$ cat config.mk
export PLATFORM = sky130hd
export DESIGN_NAME = ddr3_cmd_arbiter
export DESIGN_NICKNAME = d
export VERILOG_FILES = /design/src/rtl/ddr3_cmd_arbiter_pkg.sv /design/src/rtl/ddr3_cmd_arbiter.sv
export SDC_FILE = /design/constraint.sdc
export NUM_CORES = 1
export LEC_CHECK = 0
export ABC_AREA = 0
export CAP_MARGIN = 20
export CORE_MARGIN = 2
export CORE_UTILIZATION = 36
export CTS_BUF_LIST = sky130_fd_sc_hd__clkbuf_2
export DETAILED_ROUTE_END_ITERATION = 8
export PLACE_DENSITY = 0.81
export SLEW_MARGIN = 10
export SYNTH_ARGS = -nofsm -noshare
export SYNTH_HDL_FRONTEND = slang
export SYNTH_SLANG_ARGS = --single-unit
$ cat constraint.sdc
create_clock -name clock -period 1.68 [get_ports clock]
set_input_delay 0.252 -clock clock [delete_from_list [all_inputs] [get_ports clock]]
set_output_delay 0.252 -clock clock [all_outputs]
set_load 0.02 [all_outputs]
$ cat src/rtl/ddr3_cmd_arbiter_pkg.sv
// Shared encodings for the DDR3 command arbiter: FSM states and grant direction.
package ddr3_cmd_arbiter_pkg;

    typedef enum logic {
        ST_OPEN = 1'b0,
        ST_WSEQ = 1'b1
    } state_t;

    typedef enum logic {
        DIR_RD = 1'b0,
        DIR_WR = 1'b1
    } dir_t;

endpackage

$ cat src/rtl/ddr3_cmd_arbiter.sv
// DDR3 command arbiter: merges write and read request ports into one registered
// command stream. Same-direction streaks are capped at STREAK_MAX while the
// other side waits; a write sequence (wr_lst_i=0) locks out reads until its
// last beat is accepted.
module ddr3_cmd_arbiter
    import ddr3_cmd_arbiter_pkg::*;
#(
    parameter int unsigned ADDRS        = 32,
    parameter int unsigned MEM_ID_WIDTH = 4,
    parameter int unsigned STREAK_MAX   = 4
) (
    input  logic                    clock,
    input  logic                    reset,
    input  logic                    wr_req_i,
    output logic                    wr_ack_o,
    input  logic                    wr_lst_i,
    input  logic [MEM_ID_WIDTH-1:0] wr_tid_i,
    input  logic [ADDRS-1:0]        wr_adr_i,
    input  logic                    rd_req_i,
    output logic                    rd_ack_o,
    input  logic [MEM_ID_WIDTH-1:0] rd_tid_i,
    input  logic [ADDRS-1:0]        rd_adr_i,
    output logic                    cmd_valid_o,
    input  logic                    cmd_ready_i,
    output logic                    cmd_write_o,
    output logic [MEM_ID_WIDTH-1:0] cmd_tid_o,
    output logic [ADDRS-1:0]        cmd_adr_o
);

    localparam int unsigned CW = $clog2(STREAK_MAX + 1);

    state_t          state;
    state_t          state_nxt;
    dir_t            dir;
    dir_t            acc_dir;
    logic [CW-1:0]   cnt;
    logic            grant_wr;
    logic            grant_rd;
    logic            slot_free;
    logic            wr_acc;
    logic            rd_acc;

    // FSM state register
    always_ff @(posedge clock) begin
        if (!reset) begin
            state <= ST_OPEN;
        end else begin
            state <= state_nxt;
        end
    end

    // Grant selection, handshake acks and next-state logic
    always_comb begin
        grant_wr  = 1'b0;
        grant_rd  = 1'b0;
        state_nxt = state;
        slot_free = ~cmd_valid_o | cmd_ready_i;

        case (state)
            ST_WSEQ: begin
                grant_wr = wr_req_i;
            end
            default: begin
                if (wr_req_i && rd_req_i) begin
                    if (cnt < CW'(STREAK_MAX)) begin
                        grant_wr = (dir == DIR_WR);
                        grant_rd = (dir == DIR_RD);
                    end else begin
                        grant_wr = (dir == DIR_RD);
                        grant_rd = (dir == DIR_WR);
                    end
                end else begin
                    grant_wr = wr_req_i;
                    grant_rd = rd_req_i;
                end
            end
        endcase

        wr_acc   = grant_wr & slot_free & reset;
        rd_acc   = grant_rd & slot_free & reset;
        wr_ack_o = wr_acc;
        rd_ack_o = rd_acc;
        acc_dir  = wr_acc ? DIR_WR : DIR_RD;

        if (wr_acc) begin
            state_nxt = wr_lst_i ? ST_OPEN : ST_WSEQ;
        end
    end

    // Streak tracking: only an accepted request moves dir/cnt
    always_ff @(posedge clock) begin
        if (!reset) begin
            dir <= DIR_RD;
            cnt <= '0;
        end else if (wr_acc || rd_acc) begin
            if (acc_dir == dir) begin
                if (cnt < CW'(STREAK_MAX)) begin
                    cnt <= cnt + CW'(1);
                end
            end else begin
                dir <= acc_dir;
                cnt <= CW'(1);
            end
        end
    end

    // Command register: load on accept, hold under backpressure, clear valid on drain
    always_ff @(posedge clock) begin
        if (!reset) begin
            cmd_valid_o <= 1'b0;
            cmd_write_o <= 1'b0;
            cmd_tid_o   <= '0;
            cmd_adr_o   <= '0;
        end else if (wr_acc || rd_acc) begin
            cmd_valid_o <= 1'b1;
            cmd_write_o <= wr_acc;
            cmd_tid_o   <= wr_acc ? wr_tid_i : rd_tid_i;
            cmd_adr_o   <= wr_acc ? wr_adr_i : rd_adr_i;
        end else if (cmd_ready_i) begin
            cmd_valid_o <= 1'b0;
        end
    end

endmodule

==> results.cfg, run 1 <==
[setup_path]
start_kind = input port
critPathMaxFanout = 3
worstPathArrival_ns = 1.47
path_class = in2out
cp-end-kind = output pin
reg2reg_depth = 6
critPathRequiredTime_ns = 1.43

[routing]
first_iter_violations = 215
avgRoutedWirePerCell_um = 16.60
drcViolationCount = 0
vias_per_cell = 5.582
routed_wl_um = 5793
vias = 1948
drt_pass1_iterations = 8
ant_nets = 0

[status]
violations = negative setup slack
status = finished with violations

[timing]
finalClockSkew_ns = 0.02492
post-route-period-util_pct = 102.6
setup_viol = 1
max_slew.worst_pin.slew_ns = 0.4001
rsz0062_at_grt = yes
setup_slack_ns = -0.04390
drv_slew = 0
period_needed_ns = 1.724
timing.fmax_ghz = 0.5801
relSlewSlack_pct = 73.33
fin_tns_setup_ns = -0.04390
hold_viol = 0

[synthesis]
synth_top_area_share_pct = 51.92
yosys.area.top_type = dfxtp_1
synth_commonest_cells = dfxtp_1, nor2_1, a222oi_1
async_flop_share_pct = 0
avgSynthCellArea_um2 = 9.927
ys.flop_type = dfxtp_1
synth-seq-area-share_pct = 51.92
syn_nets = 246
synthTopCellsByArea = dfxtp_1, a222oi_1, nor2_1
synth_most_common_cell = dfxtp_1
synth_cell_type_count = 23
ys_warn_count = 0
syn_area_mm2 = 0.001658
synth_enable_flop_cells = 0
syn_inst = 167
yosys_register_bits = 43

[cells_and_area]
drive_gt1_share_pct = 12.79
fill_cells = 348
fin_nets = 375
area.growth.synth_to_final_pct = 90.79
diodes = 0

[clock_network]
cts_buffers = 5
clkTransAtPathRegs_ns = 0.24
cts_tree = done
clkSinkCount = 43
ctsLongestPathBuffers = 2
clock_latency_ns = 0.41
cts_hold_buf = 0
root_buffer = clkbuf_2
htreeDepth = 2

[power_and_ir_drop]
p_per_area_mw_per_mm2 = 748.7
p_leak_nw = 1.734
peakVddDrop_mv = 0.5316
power_w = 0.002368

[hold_path]
hp-class = in2reg
whs_path_depth = 3

[place]
pre_cts_slack_ns = -0.4868
gp_congestion = 0.8067
portBuffers = 117
hpwl_um = 3871

[floorplan]
die_h_um = 71.86
row_count = 24
start_util_pct = 37.81
io-pin-count = 118
die_w_um = 71.86
fp.coreArea_mm2 = 0.004384
fp.dieArea_mm2 = 0.005164

[global_routing]
antenna_found_initial = 0
grt_max_degree = 40
grt-ovfl-total = 0
grt_pass1_wl_um = 8852
grt_pass1_vias = 1906
track_usage_pct = 21.79

[run]
maxCapViolations = 0
## metrics by stage
stage,hold WS [ns],utilization [%],cells,cell area (µm²)
after floorplan,0.3854,-,167,1658
after global placement,0.4578,68.26,340,2993
after detailed placement,0.4863,68.26,340,2993
after CTS,0.4497,69.98,349,3068
after global routing,0.4582,72.15,349,3163
final,0.4599,72.15,349,3163
## metal layers
| metal | up-vias | track usage, % | wire [µm] |
|---|---|---|---|
| met2 | 93 | 38.37 | 2879 |
| met5 | - | 0 | 0 |
| li1 | 923 | - | - |
| met3 | 11 | 6.048 | 476 |
| met4 | 0 | 7.338 | 85 |
| met1 | 921 | 25.42 | 2352 |
## state kept, by name, indices dropped and copies added (netlist names)
register and count:
cmd_adr_o 32, cmd_tid_o 4, cmd_valid_o 1, cmd_write_o 1, cnt 3, dir 1, state 1
## worst paths after layout
check	start	endpoint	slack (ns)
max	rd_req_i	wr_ack_o	-0.04
min	rd_adr_i[5]	cmd_adr_o[5]$_SDFFE_PN0P_	0.46
max reg2reg	cnt[2]$_SDFFE_PN0P_	cmd_adr_o[26]$_SDFFE_PN0P_	0.05
min reg2reg	cmd_write_o$_SDFFE_PN0P_	cmd_write_o$_SDFFE_PN0P_	0.52
## report_power, final
part           switching (W)  leakage, nW  internal (W)
Sequential         0.0000351        0.354       0.00109
Clock               0.000342       0.0404      0.000245
Combinational       0.000280         1.34      0.000373
## layout by cell type (no fill, tap or decap), types with 2 or more instances in the layout
| cell | count |
|---|---|
| clkdlybuf4s50_1 | 79 |
| nand2b_1 | 4 |
| inv_1 | 2 |
| nand2_1 | 2 |
| clkbuf_2 | 5 |
| buf_4 | 18 |
| dlygate4sd2_1 | 4 |
| a222oi_1 | 36 |
| dlymetal6s2s_1 | 32 |
| nor2b_2 | 2 |
| a21oi_1 | 4 |
| o21ai_0 | 2 |
| dfxtp_2 | 3 |
| o211ai_1 | 2 |
| dfxtp_1 | 40 |
| nor2_1 | 40 |
| a211oi_1 | 2 |
| nand3_1 | 2 |
## cell type report
class | count | area [µm²] | share of cell area (%)
clock buffer | 5 | 25.02 | 0.7911
tap | 52 | 65.06 | 2.057
clock inverter | 3 | 38.79 | 1.226
inverter | 2 | 7.507 | 0.2373
multi-input combinational | 107 | 750.7 | 23.73
timing repair buffer | 137 | 1411 | 44.62
sequential | 43 | 864.6 | 27.33
## cell families after synthesis
logic type                 share of synthesized area [%]
adders and majority gates                         0.7546
DFF                                                51.92
xor gates and xnor gates                          0.5284
and+or+nand+nor                                    14.19
AOI/OAI and AO/OA                                  28.00
buffers and inverters                              4.604
## what timing repair did
item / CTS / global route
endpoints found under the hold margin: 0 / 0
setup endpoints to repair: 6 / 71
resized for setup: 18 / 37
pin swaps: 1 / 3
setup buffers: 1 / 0
## worst max-delay path: stages
cell and delay, ns:
clkdlybuf4s50_1 0.44, nor2b_2 0.19, buf_4 0.14, a211oi_4 0.29, buf_6 0.16
Note: power is estimated with default switching activity, not from simulation.
==> run 2, diff against run 1 <==
ABC_CLOCK_PERIOD_IN_PS = 1680   (was default)
==> results of run 2 <==
Final layout, timing and power as in run 1 (identical DEF).
